<file path="config.mk">
export PLATFORM = sky130hd
export DESIGN_NAME = ilm_ecc_loader
export DESIGN_NICKNAME = d
export VERILOG_FILES = /design/src/rtl/ilm_ecc_loader.sv
export SDC_FILE = /design/constraint.sdc
export NUM_CORES = 1
export LEC_CHECK = 0
export BUFFER_PORTS_ARGS = -buffer_cell sky130_fd_sc_hd__buf_2
export CAP_MARGIN = 20
export CELL_PAD_IN_SITES_DETAIL_PLACEMENT = 0
export CELL_PAD_IN_SITES_GLOBAL_PLACEMENT = 1
export CORE_UTILIZATION = 44
export CTS_BUF_LIST = sky130_fd_sc_hd__clkbuf_2
export CTS_CLUSTER_DIAMETER = 120
export DETAILED_ROUTE_END_ITERATION = 7
export PLACE_DENSITY_LB_ADDON = 0.3
export SLEW_MARGIN = 20
export SYNTH_ARGS = -nofsm -noshare
export SYNTH_HDL_FRONTEND = slang
export SYNTH_SLANG_ARGS = --single-unit
</file>
<file path="constraint.sdc">
create_clock -name clk -period 4.2 [get_ports clk]
set_input_delay 0.84 -clock clk [delete_from_list [all_inputs] [get_ports clk]]
set_output_delay 0.84 -clock clk [all_outputs]
set_load 0.05 [all_outputs]
</file>
<file path="src/rtl/ilm_ecc_loader.sv">
// ilm_ecc_loader
// ----------------------------------------------------------------------------
// Boot-time preload engine for the N100 instruction local memory (ILM).
// A little-endian byte stream (boot UART / debug bridge) is packed into
// 32-bit words. Each word gets a 7-bit SECDED code and a zero flag bit, and
// is written as a 40-bit word into the ILM SRAM write port. Optionally the
// rest of the ILM is zero-filled. The core is held in reset until the load
// completes.
//
// Parameters:
//   ILM_RAM_DP  ILM depth in 32-bit words
//   ILM_AW      ILM word address width, clog2(ILM_RAM_DP)
//   HAS_ECC     1 = generate code bits [38:32], 0 = bits [39:32] are zero
//
// Ports:
//   clk        core clock
//   rst        synchronous active-high reset
//   start      one-cycle load request, only honoured while idle
//   load_len   number of words to load (clamped to ILM_RAM_DP), taken with start
//   fill_en    zero-fill words load_len..ILM_RAM_DP-1, taken with start
//   s_valid    byte stream valid
//   s_data     byte stream data, first byte lands in word bits [7:0]
//   s_ready    byte accepted when s_valid & s_ready
//   ram_cs     ILM chip select
//   ram_we     ILM write enable
//   ram_addr   ILM word address
//   ram_din    ILM write data {flag, ecc[6:0], data[31:0]}
//   core_hold  high keeps the core in reset
//   busy       load in progress
//   done       one-cycle pulse when the load finishes
// ----------------------------------------------------------------------------
module ilm_ecc_loader #(
    parameter int ILM_RAM_DP = 8192,
    parameter int ILM_AW     = 13,
    parameter int HAS_ECC    = 1
) (
    input  logic              clk,
    input  logic              rst,
    input  logic              start,
    input  logic [ILM_AW:0]   load_len,
    input  logic              fill_en,
    input  logic              s_valid,
    input  logic [7:0]        s_data,
    output logic              s_ready,
    output logic              ram_cs,
    output logic              ram_we,
    output logic [ILM_AW-1:0] ram_addr,
    output logic [39:0]       ram_din,
    output logic              core_hold,
    output logic              busy,
    output logic              done
);

    typedef enum logic [2:0] {
        IDLE,
        LOAD,
        WRITE,
        FILL,
        DONE
    } state_t;

    // Depth expressed in the one-bit-wider counter width so that "one past
    // the last word" is representable and the address never has to wrap.
    localparam logic [ILM_AW:0] DEPTH = (ILM_AW + 1)'(ILM_RAM_DP);

    // Parity masks for code bits e0..e5; e6 is the overall parity.
    localparam logic [31:0] MASK0 = 32'h56AA_AD5B;
    localparam logic [31:0] MASK1 = 32'h9B33_366D;
    localparam logic [31:0] MASK2 = 32'hE3C3_C78E;
    localparam logic [31:0] MASK3 = 32'h03FC_07F0;
    localparam logic [31:0] MASK4 = 32'h03FF_F800;
    localparam logic [31:0] MASK5 = 32'hFC00_0000;

    state_t          state;
    logic [ILM_AW:0] len;
    logic [ILM_AW:0] addr;
    logic            fill_q;
    logic [1:0]      byte_cnt;
    logic [31:0]     word;

    logic [ILM_AW:0] addr_next;
    logic [ILM_AW:0] len_clamped;
    logic [31:0]     next_word;
    logic [6:0]      ecc;
    logic [7:0]      code;
    logic            byte_take;

    // Merge the incoming byte into its lane so the full word (and its code)
    // is available in the same cycle the fourth byte is accepted. This lets
    // the WRITE cycle present registered data without an extra stage.
    always_comb begin
        next_word = word;
        next_word[{byte_cnt, 3'b000} +: 8] = s_data;
    end

    // SECDED code over the assembled word. The flag bit and the code are
    // forced to zero when ECC is not built in.
    always_comb begin
        ecc[0] = ^(next_word & MASK0);
        ecc[1] = ^(next_word & MASK1);
        ecc[2] = ^(next_word & MASK2);
        ecc[3] = ^(next_word & MASK3);
        ecc[4] = ^(next_word & MASK4);
        ecc[5] = ^(next_word & MASK5);
        ecc[6] = (^next_word) ^ (^ecc[5:0]);
        code   = (HAS_ECC != 0) ? {1'b0, ecc} : 8'h00;
    end

    // Address increment, load length clamp to the ILM depth, and the
    // byte handshake as seen by the state machine.
    always_comb begin
        addr_next   = addr + (ILM_AW + 1)'(1);
        len_clamped = (load_len > DEPTH) ? DEPTH : load_len;
        byte_take   = s_valid && s_ready && (state == LOAD);
    end

    // Main sequencer. Every output is a register set on the transition into
    // the state that owns it, so the RAM sees clean, glitch-free strobes.
    // core_hold powers up high and is only released when a load finishes.
    always_ff @(posedge clk) begin
        if (rst) begin
            state     <= IDLE;
            len       <= '0;
            addr      <= '0;
            fill_q    <= 1'b0;
            byte_cnt  <= 2'd0;
            word      <= 32'h0;
            s_ready   <= 1'b0;
            ram_cs    <= 1'b0;
            ram_we    <= 1'b0;
            ram_addr  <= '0;
            ram_din   <= 40'h0;
            core_hold <= 1'b1;
            busy      <= 1'b0;
            done      <= 1'b0;
        end else begin
            case (state)
                IDLE: begin
                    if (start) begin
                        len       <= len_clamped;
                        fill_q    <= fill_en;
                        addr      <= '0;
                        byte_cnt  <= 2'd0;
                        word      <= 32'h0;
                        busy      <= 1'b1;
                        core_hold <= 1'b1;
                        if (len_clamped != '0) begin
                            state   <= LOAD;
                            s_ready <= 1'b1;
                        end else if (fill_en) begin
                            state    <= FILL;
                            ram_cs   <= 1'b1;
                            ram_we   <= 1'b1;
                            ram_addr <= '0;
                            ram_din  <= 40'h0;
                        end else begin
                            state     <= DONE;
                            done      <= 1'b1;
                            core_hold <= 1'b0;
                        end
                    end
                end

                LOAD: begin
                    if (byte_take) begin
                        word     <= next_word;
                        byte_cnt <= byte_cnt + 2'd1;
                        if (byte_cnt == 2'd3) begin
                            state    <= WRITE;
                            s_ready  <= 1'b0;
                            ram_cs   <= 1'b1;
                            ram_we   <= 1'b1;
                            ram_addr <= addr[ILM_AW-1:0];
                            ram_din  <= {code, next_word};
                        end
                    end
                end

                WRITE: begin
                    addr <= addr_next;
                    if (addr_next < len) begin
                        state   <= LOAD;
                        s_ready <= 1'b1;
                        ram_cs  <= 1'b0;
                        ram_we  <= 1'b0;
                    end else if (fill_q && (len < DEPTH)) begin
                        state    <= FILL;
                        ram_addr <= addr_next[ILM_AW-1:0];
                        ram_din  <= 40'h0;
                    end else begin
                        state     <= DONE;
                        ram_cs    <= 1'b0;
                        ram_we    <= 1'b0;
                        done      <= 1'b1;
                        core_hold <= 1'b0;
                    end
                end

                // A zero word has a zero code, so the fill data is constant.
                FILL: begin
                    if (addr_next == DEPTH) begin
                        state     <= DONE;
                        ram_cs    <= 1'b0;
                        ram_we    <= 1'b0;
                        done      <= 1'b1;
                        core_hold <= 1'b0;
                    end else begin
                        addr     <= addr_next;
                        ram_addr <= addr_next[ILM_AW-1:0];
                    end
                end

                DONE: begin
                    state <= IDLE;
                    done  <= 1'b0;
                    busy  <= 1'b0;
                end

                default: begin
                    state <= IDLE;
                end
            endcase
        end
    end

endmodule

</file>
== Yosys cells after proc, flatten, opt, wreduce, memory -nomap -nowiden ==
Index checks and enable logic that the tools add are counted.
Storage, ports and cells
  bits in latches: 0
  output and inout port bits: 59
  RAM bits: 0
  ROM bits: 0
  register bits: 124
  memories: 0
Operators by class
  multiply operators: 0
  $add $sub $neg: 3
  magnitude comparators: 3
  mux-type cells: 66
  div/mod/pow operators: 0
  reductions and logical operators: 30
  shift-type cells: 2
  equality and inequality tests: 20
  bitwise gates (word level): 1
Operator list (count)
  $mux W40: 7
  $reduce_xor A32 Y1: 7
  $pmux W40 S3: 1
  $mux W13: 8
  $mux W32: 2
  $pmux W32 S2: 1
  $pmux W13 S4: 1
  $mux W14: 3
  $pmux W14 S3: 1
  $bwmux W32: 1
  $shift A8 B7 Y32 const A: 1
  $shiftx A8 B7 Y32: 1
  $mux W1: 24
  $mux W3: 8
  $ne A2 B2 Y1 const B: 12
  $reduce_and A8 Y1: 2
  $add A14 B1 Y14 const B: 1
  $eq A14 B14 Y1 const B: 1
  $gt A14 B14 Y1 const B: 1
  $lt A14 B14 Y1: 1
  $lt A14 B14 Y1 const B: 1
  $reduce_bool A14 Y1: 1
  $pmux W3 S4: 1
  $reduce_and A9 Y1: 1
  other kinds (26): 37

== Depth between registers and ports, before layout ==
  depth after elaboration: 9
  mapped depth: 16
  depth with buffers taken out: 13

== Worst setup path after synthesis ==
OpenSTA, ideal clock, no wires.
  kind: register -> register
  start point: reg addr[1]
  end point: reg ram_din[12]
  setup slack: 0.776 ns
  arrival time: 3.354 ns
  required time: 4.129 ns
  stages on the path, launching flop included: 16
  clock period less this slack: 3.424 ns
  cells stage by stage: dfxtp_1 -> ha_1 -> nand3_1 -> nor3_1 -> xor2_1 -> ha_1 -> a21o_1 -> a21o_1 -> a21oi_1 -> o211ai_1 -> o21ai_0 -> a221o_1 -> buf_2 -> buf_1 -> nand2_1 -> a21oi_1
On the way
  cells in the longest elaborated chain, start to end: 4
Ends and longest elaborated chain
  start: declaration: line 76  | logic [ILM_AW:0] addr;
  start signal: assignment: line 180  | addr <= addr_next;
  start signal: assignment: line 208  | addr <= addr_next;
  $add A14 B1 Y14: line 112  | addr_next = addr + (ILM_AW + 1)'(1);
  $lt A14 B14 Y1: line 181  | if (addr_next < len) begin
  $ne A2 B2 Y1 (no source line)
  $reduce_and A8 Y1 (no source line)
  end signal: assignment: line 174  | ram_din <= {code, next_word};
  end: declaration: line 48  | output logic [39:0] ram_din,
Every way passes these cells.
A chain may end at the register's enable or synchronous reset.

== Final worst setup path ==
  start point: reg addr[0]
  end point: reg ram_din[32]
Same word-level chain as after synthesis.

==> summary.txt <==
Clock network
  • CTS max path bufs: 2
  • CTS buffer count: 17
  • CTS tree: yes
  • Clock Pin Slew Worst Setup and Hold Paths: 0.18 ns
  • Clock Latency Late Sink: 0.69 ns
  • Post-cts sizing count: 0
  • Hold-fix buffers, CTS: 0
  • Setup bufs post-CTS: 0
  • H-Tree Depth: 4
  • Clock Sinks: about 120
  • Clk root buf: clkbuf_2

Synthesis
  • Synth Area in XOR/XNOR: 10.4%
  • Asr flop ratio synth: 0%
  • Adder-cell share of the synthesized area: 3.64%
  • Primary FF master, synth: dfxtp_1
  • Post-synthesis sequential area ratio: 35.9%
  • Synth Area per Inst: 7.61 µm²
  • Yosys reg bits: 123
  • Largest family of logic cells by synthesized area: simple AND/OR/NAND/NOR gates
  • EDFF count, synth: 0
  • Post-synthesis simple-gate area fraction: 24.1%
  • Post-Synthesis Cells: 902
  • Compound-gate portion of the synthesized area: 20.1%
  • Syn nets: 949
  • Post-synthesis cell type count: 60
  • Mapped Area: 0.00687 mm²
  • Multiplexer share of the synthesized area: less than 1%
  • Synth warn: 0

Placement
  • Dpl hpwl: 12,400 µm
  • Placer Congestion: ~0.86
  • Port bufs: 84
  • Cell Area, Placed: around 0.0074 mm²

Worst hold path
  • Worst hold path type: in -> reg

Pwr
  • Cell Pwr Density: 497 mW/mm²
  • Static leakage: 0.00297 µW
  • Worst VDD drop: 338 µV

Floorplan
  • Die area: roughly 0.016 mm²
  • Row count: 45
  • Top-level port count: 86
  • Chip Height: 127 µm
  • Initial Utilization: 45.2%
  • Core area: approximately 0.015 mm²
  • Chip width: 127 µm

Timing
  • Final Setup Violations: 0
  • Period utilization: 88.4%
  • Post-route setup TNS: 0 ns
  • Setup Skew: 0.0322 ns
  • Fmax: 269 MHz
  • Minimum clock period after layout: 3.71 ns
  • Worst-margin pin slew: 0.936 ns
  • Slew Limit Fails: 0
  • Slew headroom: 37.6%
  • Final hold viol count: 0
  • Unrepaired setup endpoints after global routing: false

Flow run
  • Max_cap viols: 0

Detailed routing
  • Antenna-violating nets left: 0
  • Final WL: between 15,000 and 20,000 µm
  • DRC Markers: 0
  • DRT iter0 DRCs: ~370
  • Via Count: between 6,000 and 7,000
  • Vias per cell: about 5.3
  • Drt pass-1 iters: 4
  • DR WL/cell: between 15 and 20 µm

Worst setup path
  • Worst EP required: about 4.8 ns
  • Worst Setup End Kind: flip-flop
  • CP max stage cell: dfxtp_1
  • Critical path peak fanout: 10
  • Slowest stage delay, CP: 0.54 ns
  • Arr. time, crit path: around 4.3 ns
  • Startpoint Class: flip-flop
  • Cell Chain, Critical Path: ha_1, nand3_1, buf_4, nor3_1, xor2_1, ha_1, nand4_1, nor2_1, o211ai_1, a21oi_1, o21ai_0, a221o_2, or3_1, a21oi_1
  • Crit path kind: reg -> reg

Final layout
  • Post-layout instance area: 0.00761 mm²
  • Area Growth Syn to Fin: 10.8%
  • Layout cells sized above 1: roughly 15%
  • # nets final: roughly 1,000

Outcome
  • Status: complete, no violations

GRT
  • Number of global-route vias before repair: 5,639
  • Total GRT Usage: 22.8%
  • Total gr overflow: 0
  • First-pass GRT wire length: 28,800 µm
  • Initial antenna violation count: 1
  • Largest net degree at the start of global routing: a little under 90
## kinds of logic after synthesis
kind of cell	Yosys count
muxes	3
DFF	123
other	1
and+or+nand+nor	365
adders and majority gates	20
buffers and inverters	88
xor gates and xnor gates	72
AOI/OAI and AO/OA	230
## metrics by stage
stage / setup WS (ns) / instances / total power, µW / utilization (%) / hold WS (ns)
final: 0.488 / 1156 / 3780 / 50.1 / 0.401
after global routing: 0.0438 / 1156 / 4040 / 50.1 / 0.327
after CTS: 0.361 / 1155 / 3820 / 50.0 / 0.316
after detailed placement: 0.401 / 1123 / 3090 / 48.6 / 0.442
after global placement: 0.507 / 1123 / 3090 / 48.6 / 0.436
after floorplan: 0.776 / 902 / 2670 / - / 0.427
## routing by layer
| metal | GRT usage, % | vias to the layer above | share of wire (%) |
|---|---|---|---|
| met1 | 28.6 | 2844 | 45 |
| met2 | 39.9 | 104 | 51 |
| met3 | 4.56 | 10 | 3.3 |
| li1 | - | 3177 | - |
| met4 | 5.81 | 0 | 0.87 |
| met5 | 0 | - | 0 |
## registers in the layout (all words and copies together), names as in the netlist, 2 cells and up
signal    cells
byte_cnt      2
word         32
len          14
state         3
ram_addr     13
addr         14
ram_din      39
## where the power goes
part,leakage [µW],internal [µW],switching (µW)
clock,0.000138,266,456
combinational,0.00184,519,1160
sequential,0.000995,1280,97.8
## final cells by class
cell class / count / area, µm²
Inverter: 22 / 82.6
Antenna cell: 1 / 2.50
Clock buffer: 18 / 90.1
Timing Repair Buffer: 99 / 548
Sequential cell: 123 / 2460
Fill cell: 1577 / 7590
Multi-Input combinational cell: 691 / 4060
Clock inverter: 14 / 130
Tap cell: 188 / 235
## cell usage in the layout (no fill, tap or decap), types with 10 or more instances in the layout
master	synthesis	routed
nor3_1	12	12
o21ai_0	14	14
nor2_1	91	91
clkbuf_2	1	18
buf_4	5	15
nor2b_1	24	24
and2b_1	10	10
xor2_1	17	17
a31oi_1	14	14
a21oi_1	132	132
dfxtp_1	123	123
ha_1	20	20
xnor2_1	48	48
nand3_1	22	22
inv_1	22	22
a211oi_1	12	12
a22oi_1	16	16
nand2_1	166	166
buf_2	9	83
## critical path, delay by kind of cell, from the launching register on
kind / cells / cell delay [ns]
buffers and inverters: 1 / 0.20
flip-flops: 1 / 0.54
AO/OA/AOI/OAI: 5 / 1.19
adder cells (fa/ha/maj): 2 / 0.61
AND/OR/NAND/NOR: 5 / 0.98
XOR/XNOR: 1 / 0.12
## synth_stat cells, drive strengths merged (10+ instances only)
library cell	count	share of area, %
o21ai	15	1.1
inv	22	1.2
xnor2	50	6.6
xor2	17	2.2
nand3	22	1.6
nor3	12	0.87
nand2	166	9.1
a31oi	16	1.8
buf	21	1.7
dfxtp	123	36
and2b	10	1.1
nor2b	24	2.2
clkbuf	45	2.5
nor2	91	5.0
a21oi	140	11
a211oi	12	1.3
a22oi	16	1.7
ha	20	3.6
## worst paths after layout
kind              cells past startpoint                  from                  endpoint  slack, ns
setup / recovery                     14  addr[0]$_SDFFE_PP0P_  ram_din[32]$_SDFFE_PP0P_       0.49
hold / removal                        3          load_len[10]      len[10]$_SDFFE_PP0P_       0.40
setup reg to reg                     14  addr[0]$_SDFFE_PP0P_  ram_din[32]$_SDFFE_PP0P_       0.49
hold reg to reg                       2  word[6]$_SDFFE_PP0P_      word[6]$_SDFFE_PP0P_       0.46
No activity file was read; power rests on OpenSTA's default activity.
